File: config.mk
export PLATFORM = sky130hd
export DESIGN_NAME = ahb_manager_dummy_flat
export DESIGN_NICKNAME = d
export VERILOG_FILES = /design/src/rtl/ahb_pkg.sv /design/src/rtl/ahb_manager_dummy_if.sv /design/src/rtl/ahb_manager_dummy.sv /design/src/flat_wrapper.sv
export SDC_FILE = /design/constraint.sdc
export NUM_CORES = 1
export LEC_CHECK = 0
export CAP_MARGIN = 20
export CORE_UTILIZATION = 45
export CTS_BUF_LIST = sky130_fd_sc_hd__clkbuf_8
export DETAILED_ROUTE_END_ITERATION = 8
export MAX_ROUTING_LAYER = met4
export PLACE_DENSITY = 0.93
export SLEW_MARGIN = 10
export SYNTH_ARGS = -nofsm -noshare
export SYNTH_HDL_FRONTEND = slang
export SYNTH_SLANG_ARGS = --single-unit
File: constraint.sdc
create_clock -name clk -period 1.6 [get_ports clk]
set_clock_uncertainty 0.15 [all_clocks]
set_input_delay 0.4 -clock clk [delete_from_list [all_inputs] [get_ports clk]]
set_output_delay 0.4 -clock clk [all_outputs]
set_load 0.05 [all_outputs]
File: src/rtl/ahb_pkg.sv
// Shared AHB encodings for the manager and the dummy subordinate.
// Latency: n/a (types and constants only).
// Backpressure: n/a.
package ahb_pkg;

   // Transfer type; this manager only ever drives IDLE and NONSEQ
   typedef enum logic [1:0] {
      IDLE   = 2'd0,
      BUSY   = 2'd1,
      NONSEQ = 2'd2,
      SEQ    = 2'd3
   } trans_t;

   // Subordinate response; anything other than OKAY is handled as an error
   typedef enum logic [1:0] {
      OKAY  = 2'd0,
      ERROR = 2'd1,
      RETRY = 2'd2,
      SPLIT = 2'd3
   } resp_t;

   localparam int CtrlWidth = 4;

endpackage

File: src/rtl/ahb_manager_dummy_if.sv
// Command, AHB bus and completion signals of the simple AHB manager.
// Latency: n/a (wiring only).
// Backpressure: reqReady on the command side, readyOut on the AHB side.
interface ahb_manager_dummy_if
   import ahb_pkg::*;
#(
   parameter int AddrWidth = 32,
   parameter int DataWidth = 32
);
   // command port
   logic                 reqValid;
   logic                 reqReady;
   logic [AddrWidth-1:0] reqAddr;
   logic [DataWidth-1:0] reqWData;
   logic                 reqWrite;
   logic [CtrlWidth-1:0] reqControl;
   // AHB manager side
   logic [AddrWidth-1:0] addr;
   logic [DataWidth-1:0] wData;
   logic [CtrlWidth-1:0] control;
   logic [1:0]           trans;
   logic                 write;
   logic [DataWidth-1:0] rData;
   logic [1:0]           resp;
   logic                 readyOut;
   // completion port
   logic                 rspValid;
   logic [DataWidth-1:0] rspRData;
   logic                 rspError;

   // the manager block itself
   modport master (
      input  reqValid, reqAddr, reqWData, reqWrite, reqControl,
      input  rData, resp, readyOut,
      output reqReady, addr, wData, control, trans, write,
      output rspValid, rspRData, rspError
   );

   // the environment: command source, subordinate and completion sink
   modport slave (
      output reqValid, reqAddr, reqWData, reqWrite, reqControl,
      output rData, resp, readyOut,
      input  reqReady, addr, wData, control, trans, write,
      input  rspValid, rspRData, rspError
   );

endinterface

File: src/rtl/ahb_manager_dummy.sv
// Simple AHB manager: single read/write commands issued as overlapped NONSEQ transfers.
// Latency: accept at edge N -> NONSEQ in N+1 -> data phase N+2 -> rspValid in N+3.
// Backpressure: reqReady drops while the address slot cannot move (wait state or ERROR).
module ahb_manager_dummy
   import ahb_pkg::*;
#(
   parameter int AddrWidth = 32,
   parameter int DataWidth = 32
) (
   input  logic                clk,
   input  logic                reset,
   ahb_manager_dummy_if.master bus
);

   // address slot
   logic                 a_vld_q,   a_vld_d;
   logic [AddrWidth-1:0] a_addr_q,  a_addr_d;
   logic                 a_write_q, a_write_d;
   logic [CtrlWidth-1:0] a_ctrl_q,  a_ctrl_d;
   logic [DataWidth-1:0] a_wdata_q, a_wdata_d;
   // data slot
   logic                 d_vld_q,   d_vld_d;
   logic                 d_write_q, d_write_d;
   logic [DataWidth-1:0] wdata_q,   wdata_d;
   // error hold and completion
   logic                 err_hold_q,  err_hold_d;
   logic                 rsp_vld_q,   rsp_vld_d;
   logic [DataWidth-1:0] rsp_rdata_q, rsp_rdata_d;
   logic                 rsp_err_q,   rsp_err_d;

   logic resp_bad;
   logic err_first;
   logic req_ready;
   logic accept;
   logic advance;
   logic d_done;

   // first cycle of a two-cycle error response: readyOut low with a non-OKAY resp
   assign resp_bad  = (bus.resp != OKAY);
   assign err_first = d_vld_q && !bus.readyOut && resp_bad;
   assign req_ready = !reset && !err_hold_q && (!a_vld_q || (bus.readyOut && !err_first));
   assign accept    = bus.reqValid && req_ready;
   // slots only move on a ready edge outside the error hold cycle
   assign advance   = bus.readyOut && !err_hold_q;
   assign d_done    = d_vld_q && bus.readyOut;

   // next-state for slots, error hold and completion
   always_comb begin
      a_vld_d     = a_vld_q;
      a_addr_d    = a_addr_q;
      a_write_d   = a_write_q;
      a_ctrl_d    = a_ctrl_q;
      a_wdata_d   = a_wdata_q;
      d_vld_d     = d_vld_q;
      d_write_d   = d_write_q;
      wdata_d     = wdata_q;
      err_hold_d  = err_hold_q;
      rsp_vld_d   = d_done;
      rsp_rdata_d = rsp_rdata_q;
      rsp_err_d   = rsp_err_q;

      if (accept) begin
         a_vld_d   = 1'b1;
         a_addr_d  = bus.reqAddr;
         a_write_d = bus.reqWrite;
         a_ctrl_d  = bus.reqControl;
         a_wdata_d = bus.reqWData;
      end else if (advance) begin
         a_vld_d = 1'b0;
      end

      if (advance) begin
         d_vld_d   = a_vld_q;
         d_write_d = a_write_q;
         wdata_d   = a_wdata_q;
      end else if (d_done) begin
         // errored transfer finishing while the address slot stays parked
         d_vld_d = 1'b0;
      end

      if (err_first) begin
         err_hold_d = 1'b1;
      end else if (err_hold_q && bus.readyOut) begin
         err_hold_d = 1'b0;
      end

      if (d_done) begin
         rsp_err_d   = resp_bad || err_hold_q;
         rsp_rdata_d = d_write_q ? '0 : bus.rData;
      end
   end

   // state registers with synchronous reset; reset abandons any transfer in flight
   always_ff @(posedge clk) begin
      if (reset) begin
         a_vld_q     <= 1'b0;
         a_addr_q    <= '0;
         a_write_q   <= 1'b0;
         a_ctrl_q    <= '0;
         a_wdata_q   <= '0;
         d_vld_q     <= 1'b0;
         d_write_q   <= 1'b0;
         wdata_q     <= '0;
         err_hold_q  <= 1'b0;
         rsp_vld_q   <= 1'b0;
         rsp_rdata_q <= '0;
         rsp_err_q   <= 1'b0;
      end else begin
         a_vld_q     <= a_vld_d;
         a_addr_q    <= a_addr_d;
         a_write_q   <= a_write_d;
         a_ctrl_q    <= a_ctrl_d;
         a_wdata_q   <= a_wdata_d;
         d_vld_q     <= d_vld_d;
         d_write_q   <= d_write_d;
         wdata_q     <= wdata_d;
         err_hold_q  <= err_hold_d;
         rsp_vld_q   <= rsp_vld_d;
         rsp_rdata_q <= rsp_rdata_d;
         rsp_err_q   <= rsp_err_d;
      end
   end

   assign bus.reqReady = req_ready;
   assign bus.trans    = (a_vld_q && !err_hold_q) ? NONSEQ : IDLE;
   assign bus.addr     = a_addr_q;
   assign bus.write    = a_write_q;
   assign bus.control  = a_ctrl_q;
   assign bus.wData    = wdata_q;
   assign bus.rspValid = rsp_vld_q;
   assign bus.rspRData = rsp_rdata_q;
   assign bus.rspError = rsp_err_q;

endmodule

File: src/flat_wrapper.sv
// flat-port wrapper written by rule: the top's interface ports become plain ports
module ahb_manager_dummy_flat import ahb_pkg::*;
#(
   parameter int AddrWidth = 32,
   parameter int DataWidth = 32
)
  (clk, reset, bus_reqValid, bus_reqAddr, bus_reqWData, bus_reqWrite, bus_reqControl, bus_rData, bus_resp, bus_readyOut, bus_reqReady, bus_addr, bus_wData, bus_control, bus_trans, bus_write, bus_rspValid, bus_rspRData, bus_rspError);
  ahb_manager_dummy_if #(.AddrWidth(AddrWidth), .DataWidth(DataWidth)) bus_i ();
  input  logic clk;
  input  logic reset;
  input wire logic [$bits(bus_i.reqValid)-1:0] bus_reqValid;
  input wire logic [$bits(bus_i.reqAddr)-1:0] bus_reqAddr;
  input wire logic [$bits(bus_i.reqWData)-1:0] bus_reqWData;
  input wire logic [$bits(bus_i.reqWrite)-1:0] bus_reqWrite;
  input wire logic [$bits(bus_i.reqControl)-1:0] bus_reqControl;
  input wire logic [$bits(bus_i.rData)-1:0] bus_rData;
  input wire logic [$bits(bus_i.resp)-1:0] bus_resp;
  input wire logic [$bits(bus_i.readyOut)-1:0] bus_readyOut;
  output wire logic [$bits(bus_i.reqReady)-1:0] bus_reqReady;
  output wire logic [$bits(bus_i.addr)-1:0] bus_addr;
  output wire logic [$bits(bus_i.wData)-1:0] bus_wData;
  output wire logic [$bits(bus_i.control)-1:0] bus_control;
  output wire logic [$bits(bus_i.trans)-1:0] bus_trans;
  output wire logic [$bits(bus_i.write)-1:0] bus_write;
  output wire logic [$bits(bus_i.rspValid)-1:0] bus_rspValid;
  output wire logic [$bits(bus_i.rspRData)-1:0] bus_rspRData;
  output wire logic [$bits(bus_i.rspError)-1:0] bus_rspError;
  assign bus_i.reqValid = bus_reqValid;
  assign bus_i.reqAddr = bus_reqAddr;
  assign bus_i.reqWData = bus_reqWData;
  assign bus_i.reqWrite = bus_reqWrite;
  assign bus_i.reqControl = bus_reqControl;
  assign bus_i.rData = bus_rData;
  assign bus_i.resp = bus_resp;
  assign bus_i.readyOut = bus_readyOut;
  assign bus_reqReady = bus_i.reqReady;
  assign bus_addr = bus_i.addr;
  assign bus_wData = bus_i.wData;
  assign bus_control = bus_i.control;
  assign bus_trans = bus_i.trans;
  assign bus_write = bus_i.write;
  assign bus_rspValid = bus_i.rspValid;
  assign bus_rspRData = bus_i.rspRData;
  assign bus_rspError = bus_i.rspError;
  ahb_manager_dummy #(.AddrWidth(AddrWidth), .DataWidth(DataWidth)) u_core (.clk(clk), .reset(reset), .bus(bus_i));
endmodule
==> Word level (Yosys, flattened, before mapping) <==
Index checks and enable logic that the tools add are counted.
{ "word_totals": {"wordCells": 41, "reg_bits": 139, "input_bits": 107} }
{ "classes": {"muxes": 8, "reduce_logical": 21} }
{ "ops": {"columns": ["cell", "n"], "rows": [
  ["$mux 32", 1],
  ["$logic_and 1x1->1", 10],
  ["$reduce_bool 2->1", 4],
  ["$mux 1", 6],
  ["$logic_not 1->1", 5],
  ["$logic_or 1x1->1", 2],
  ["$mux 2", 1]
]} }

==> Longest topological paths before layout <==
{ "logic_depth": {"ltp_word": 9, "ltp_mapped": 7, "mapped_depth_nobuf": 3} }

==> Least setup slack after synthesis <==
Ideal clock, no wire load.
{ "synth_timing": {"path_type": "in2out", "startpoint": "input port reset", "endpoint": "output port bus_reqReady", "arrival_ps": 1946, "path_stages": 4, "slack_ps": -896, "path_cell_list": "buf_2 -> buf_2 -> buf_4 -> nor3_1"} }
{ "synth_via": {"elab_chain_len": 3} }
{ "synth_rtl": {"columns": ["element", "line_no", "source"], "rows": [
  ["start: declaration", "flat_wrapper.sv:10", "input logic reset;"],
  ["$logic_not 1->1", "ahb_manager_dummy.sv:41", "assign req_ready = !reset && !err_hold_q && (!a_vld_q || (bus.readyOut && !err_first));"],
  ["$logic_and 1x1->1 (2 in series)", "ahb_manager_dummy.sv:41", null],
  ["end: declaration", "flat_wrapper.sv:19", "output wire logic [$bits(bus_i.reqReady)-1:0] bus_reqReady;"]
]} }
Every way passes these cells.

==> Worst setup path in the final report <==
{ "layout_timing": {"startpoint": "register u_core.a_vld_q", "endpoint": "output port bus_reqReady"} }
{ "layout_via": {"elab_chain_len": 3} }
{ "layout_rtl": {"columns": ["element", "line_no", "source"], "rows": [
  ["start: declaration", "ahb_manager_dummy.sv:16", "logic a_vld_q, a_vld_d;"],
  ["start signal: assignment", "ahb_manager_dummy.sv:109", "a_vld_q <= a_vld_d;"],
  ["$logic_not 1->1", "ahb_manager_dummy.sv:41", null],
  ["$logic_or 1x1->1", "ahb_manager_dummy.sv:41", null],
  ["$logic_and 1x1->1", "ahb_manager_dummy.sv:41", null]
]} }
Every way passes these cells.

==> impl_metrics.json <==
{
  "fin_cells": 912,
  "ir_drop_v": 0.000548,
  "numCtsBuffers": 17,
  "overflow": 0,
  "reg2reg_slack_ns": -0.14,
  "drive_above_1_share": 0.251,
  "n_antenna_cell": 0,
  "synth.cell_area_mm2": 0.00542,
  "cp_top_family": "flip-flops",
  "cts_hold_buf": 0,
  "end_kind": "output port",
  "syn_avg_cell_area_um2": 9.99,
  "ant_nets": 0,
  "synth_nets": 649,
  "core_area_mm2": 0.0116,
  "crit_fanout": 3,
  "crit_end": "bus_reqReady",
  "crit_slowest_cell": "dfxtp_2",
  "worst-path-buf-inv": 1,
  "slew_violations": 0,
  "die_y_um": 112,
  "cp.depth": 3,
  "grt_pass1_vias": 4903,
  "finalHoldViolCount": 0,
  "wl_per_cell_um": 18.1,
  "initial_utilization": 0.468,
  "startpoint": "u_core.a_vld_q$_SDFFE_PP0P_",
  "rows": 39,
  "rsz0062_at_grt": "true",
  "yosysUniqueCellTypes": 24,
  "hp-class": "in -> reg",
  "finalCriticalPeriod_ns": 1.77,
  "worstSetupPathType": "reg -> out",
  "rr_startpoint": "u_core.a_vld_q$_SDFFE_PP0P_",
  "htree_levels": 4,
  "cts_tree": "done",
  "postSynthCellCount": 542,
  "rr_endpoint": "u_core.a_wdata_q[13]$_SDFFE_PP0P_",
  "groute.usage.overall": 0.272,
  "gp_congestion": 0.812,
  "required_ns": 1.05,
  "antenna_found_initial": 0,
  "maxCapViolCount": 0,
  "arrival_ns": 1.22,
  "drtIter0Drc": 284,
  "ios": 213,
  "violations": "DRC, setup timing",
  "powerDensity_mw_per_mm2": 847,
  "r2r_cells": 7,
  "fin_ws_ns": -0.174,
  "ys_ff_latch": 139,
  "routed_wl_um": 16500,
  "viasPerCell": 5.17,
  "dp.final_hpwl_um": 11200,
  "clock_path_buffers": 2,
  "clk_latency_ns": 0.44,
  "maxClockFrequency_mhz": 564,
  "area_growth_syn_to_layout_pct": 74.2,
  "status": "complete, but fails checks",
  "io_buffer_count": 211,
  "p_leak_nw": 3.75,
  "fin_util": 0.816,
  "dieArea_mm2": 0.0125,
  "grt_max_degree": 69,
  "grt_first_pass_wirelength_um": 25000,
  "path_clk_slew_ns": 0.07,
  "cts_root_buffer": "clkbuf_8",
  "min_period_over_period": 1.11,
  "start_kind": "flip-flop",
  "clock-sinks": 139,
  "tns_ns": -2.37,
  "yosysWarnings": 0,
  "routed-via-count": 4716,
  "placed_cells": 867,
  "max_stage_delay_ns": 0.33,
  "first_pass_iters": 6,
  "final_nets": 868,
  "die_w_um": 112,
  "ys_seq_area_frac": 0.514,
  "power_mw": 7.99,
  "crit_chain": "nor2b_4 -> nor3_4 -> buf_12",
  "drc_errors": 12,
  "setup_viol": 37
}
==> worst reg2reg max path, stage by stage, from the launching register on <==
cell,delay (ns)
dfxtp_2,0.33
nor2b_4,0.13
buf_4,0.14
nor3b_4,0.25
buf_6,0.18
buf_8,0.14
buf_16,0.14
mux2i_1,0.20
==> flip-flops by register name (all words and copies together), names as in the netlist, 4 cells and up <==
name	cells
u_core.bus.addr	32
u_core.bus.control	4
u_core.a_wdata_q	32
u_core.bus.rspRData	32
u_core.bus.wData	32
==> layer usage <==
metal	track usage	share of wire
met1	0.280	0.38
met2	0.467	0.52
met4	0.177	0.051
met3	0.0615	0.049
met5	-	0
==> synthesized netlist by cell type <==
master	count	share of area
a22o_1	32	0.052
dfxtp_1	139	0.51
buf_12	1	0.0037
nor2b_1	2	0.0023
nor3_2	1	0.0018
o21ai_0	1	0.00092
clkbuf_1	15	0.010
nand2_1	67	0.046
nor2_1	3	0.0021
nor3_1	2	0.0018
buf_2	18	0.017
buf_4	8	0.011
a211oi_1	1	0.0014
buf_6	1	0.0021
buf_8	1	0.0028
inv_1	1	0.00069
nor2b_4	1	0.0025
nand2b_1	139	0.16
nor3b_2	1	0.0023
a22oi_1	1	0.0014
a21oi_1	35	0.032
conb_1	1	0.00069
mux2i_1	70	0.13
nor4_1	1	0.0012
==> kinds of logic after synthesis <==
kind of cell / after synthesis / share of synthesized area
compound gates: 70 / 0.0878
buf+inv: 45 / 0.0474
flops: 139 / 0.514
mux: 70 / 0.129
other cells: 1 / 0.000692
simple gates: 217 / 0.221
==> where the power goes <==
part | total (mW) | switching, mW | internal, mW
Sequential | 3.81 | 0.169 | 3.64
Clock | 2.33 | 1.21 | 1.12
Combinational | 1.85 | 0.842 | 1.01
==> placed cells by master (no fill, tap or decap), types with 2 or more instances in the layout <==
master / instances
buf_4: 13
clkdlybuf4s50_1: 104
nor2_1: 3
clkinv_2: 4
nor3_4: 2
dfxtp_2: 19
nand2_1: 67
nand2b_1: 139
mux2i_1: 67
mux2i_2: 2
dfxtp_1: 119
a21oi_1: 34
a22o_1: 32
buf_6: 3
clkbuf_16: 3
inv_1: 4
buf_16: 6
buf_12: 113
nor2b_4: 2
clkbuf_8: 20
==> how the worst min path moves through the flow <==
stage                                      start                           endpoint  slack (ns)  cells after the start
2_1_floorplan   u_core.a_wdata_q[0]$_SDFFE_PP0P_   u_core.bus.wData[0]$_SDFFE_PP0P_        0.28                      2
4_1_cts                                    reset        u_core.a_vld_q$_SDFFE_PP0P_        0.10                      2
3_5_place_dp   u_core.a_wdata_q[27]$_SDFFE_PP0P_  u_core.bus.wData[27]$_SDFFE_PP0P_        0.30                      2
5_1_grt                                    reset     u_core.err_hold_q$_SDFFE_PP0P_        0.11                      2
3_3_place_gp   u_core.a_wdata_q[26]$_SDFFE_PP0P_  u_core.bus.wData[26]$_SDFFE_PP0P_        0.29                      2
6_report                                   reset     u_core.err_hold_q$_SDFFE_PP0P_        0.14                      2
==> repair_timing <==
action / 4_1_cts / 5_1_grt
cloned: 6 / 3
resized for setup: 24 / 23
pin swaps: 2 / 1
setup endpoints to repair: 51 / 86
buffers inserted: 6 / 5
==> stage by stage <==
step	hold slack (ns)	setup WS, ns	cell area [um2]
2_1_floorplan	0.281	-0.119	5450
3_3_place_gp	0.288	-0.463	8720
3_5_place_dp	0.299	-0.554	8720
4_1_cts	0.104	-0.187	9290
5_1_grt	0.114	-0.259	9430
6_report	0.136	-0.174	9430
==> area by class of cell <==
| cell class | instances | area (um2) |
|---|---|---|
| repair buffers | 244 | 3700 |
| flip-flops and latches | 139 | 2810 |
| multi-input cells | 358 | 2430 |
| fillers | 622 | 2130 |
| clock buffers | 20 | 275 |
| well taps | 143 | 179 |
| clock inverters | 7 | 31.3 |
| inverters | 1 | 3.75 |
Power figures use the tool's default switching activity.
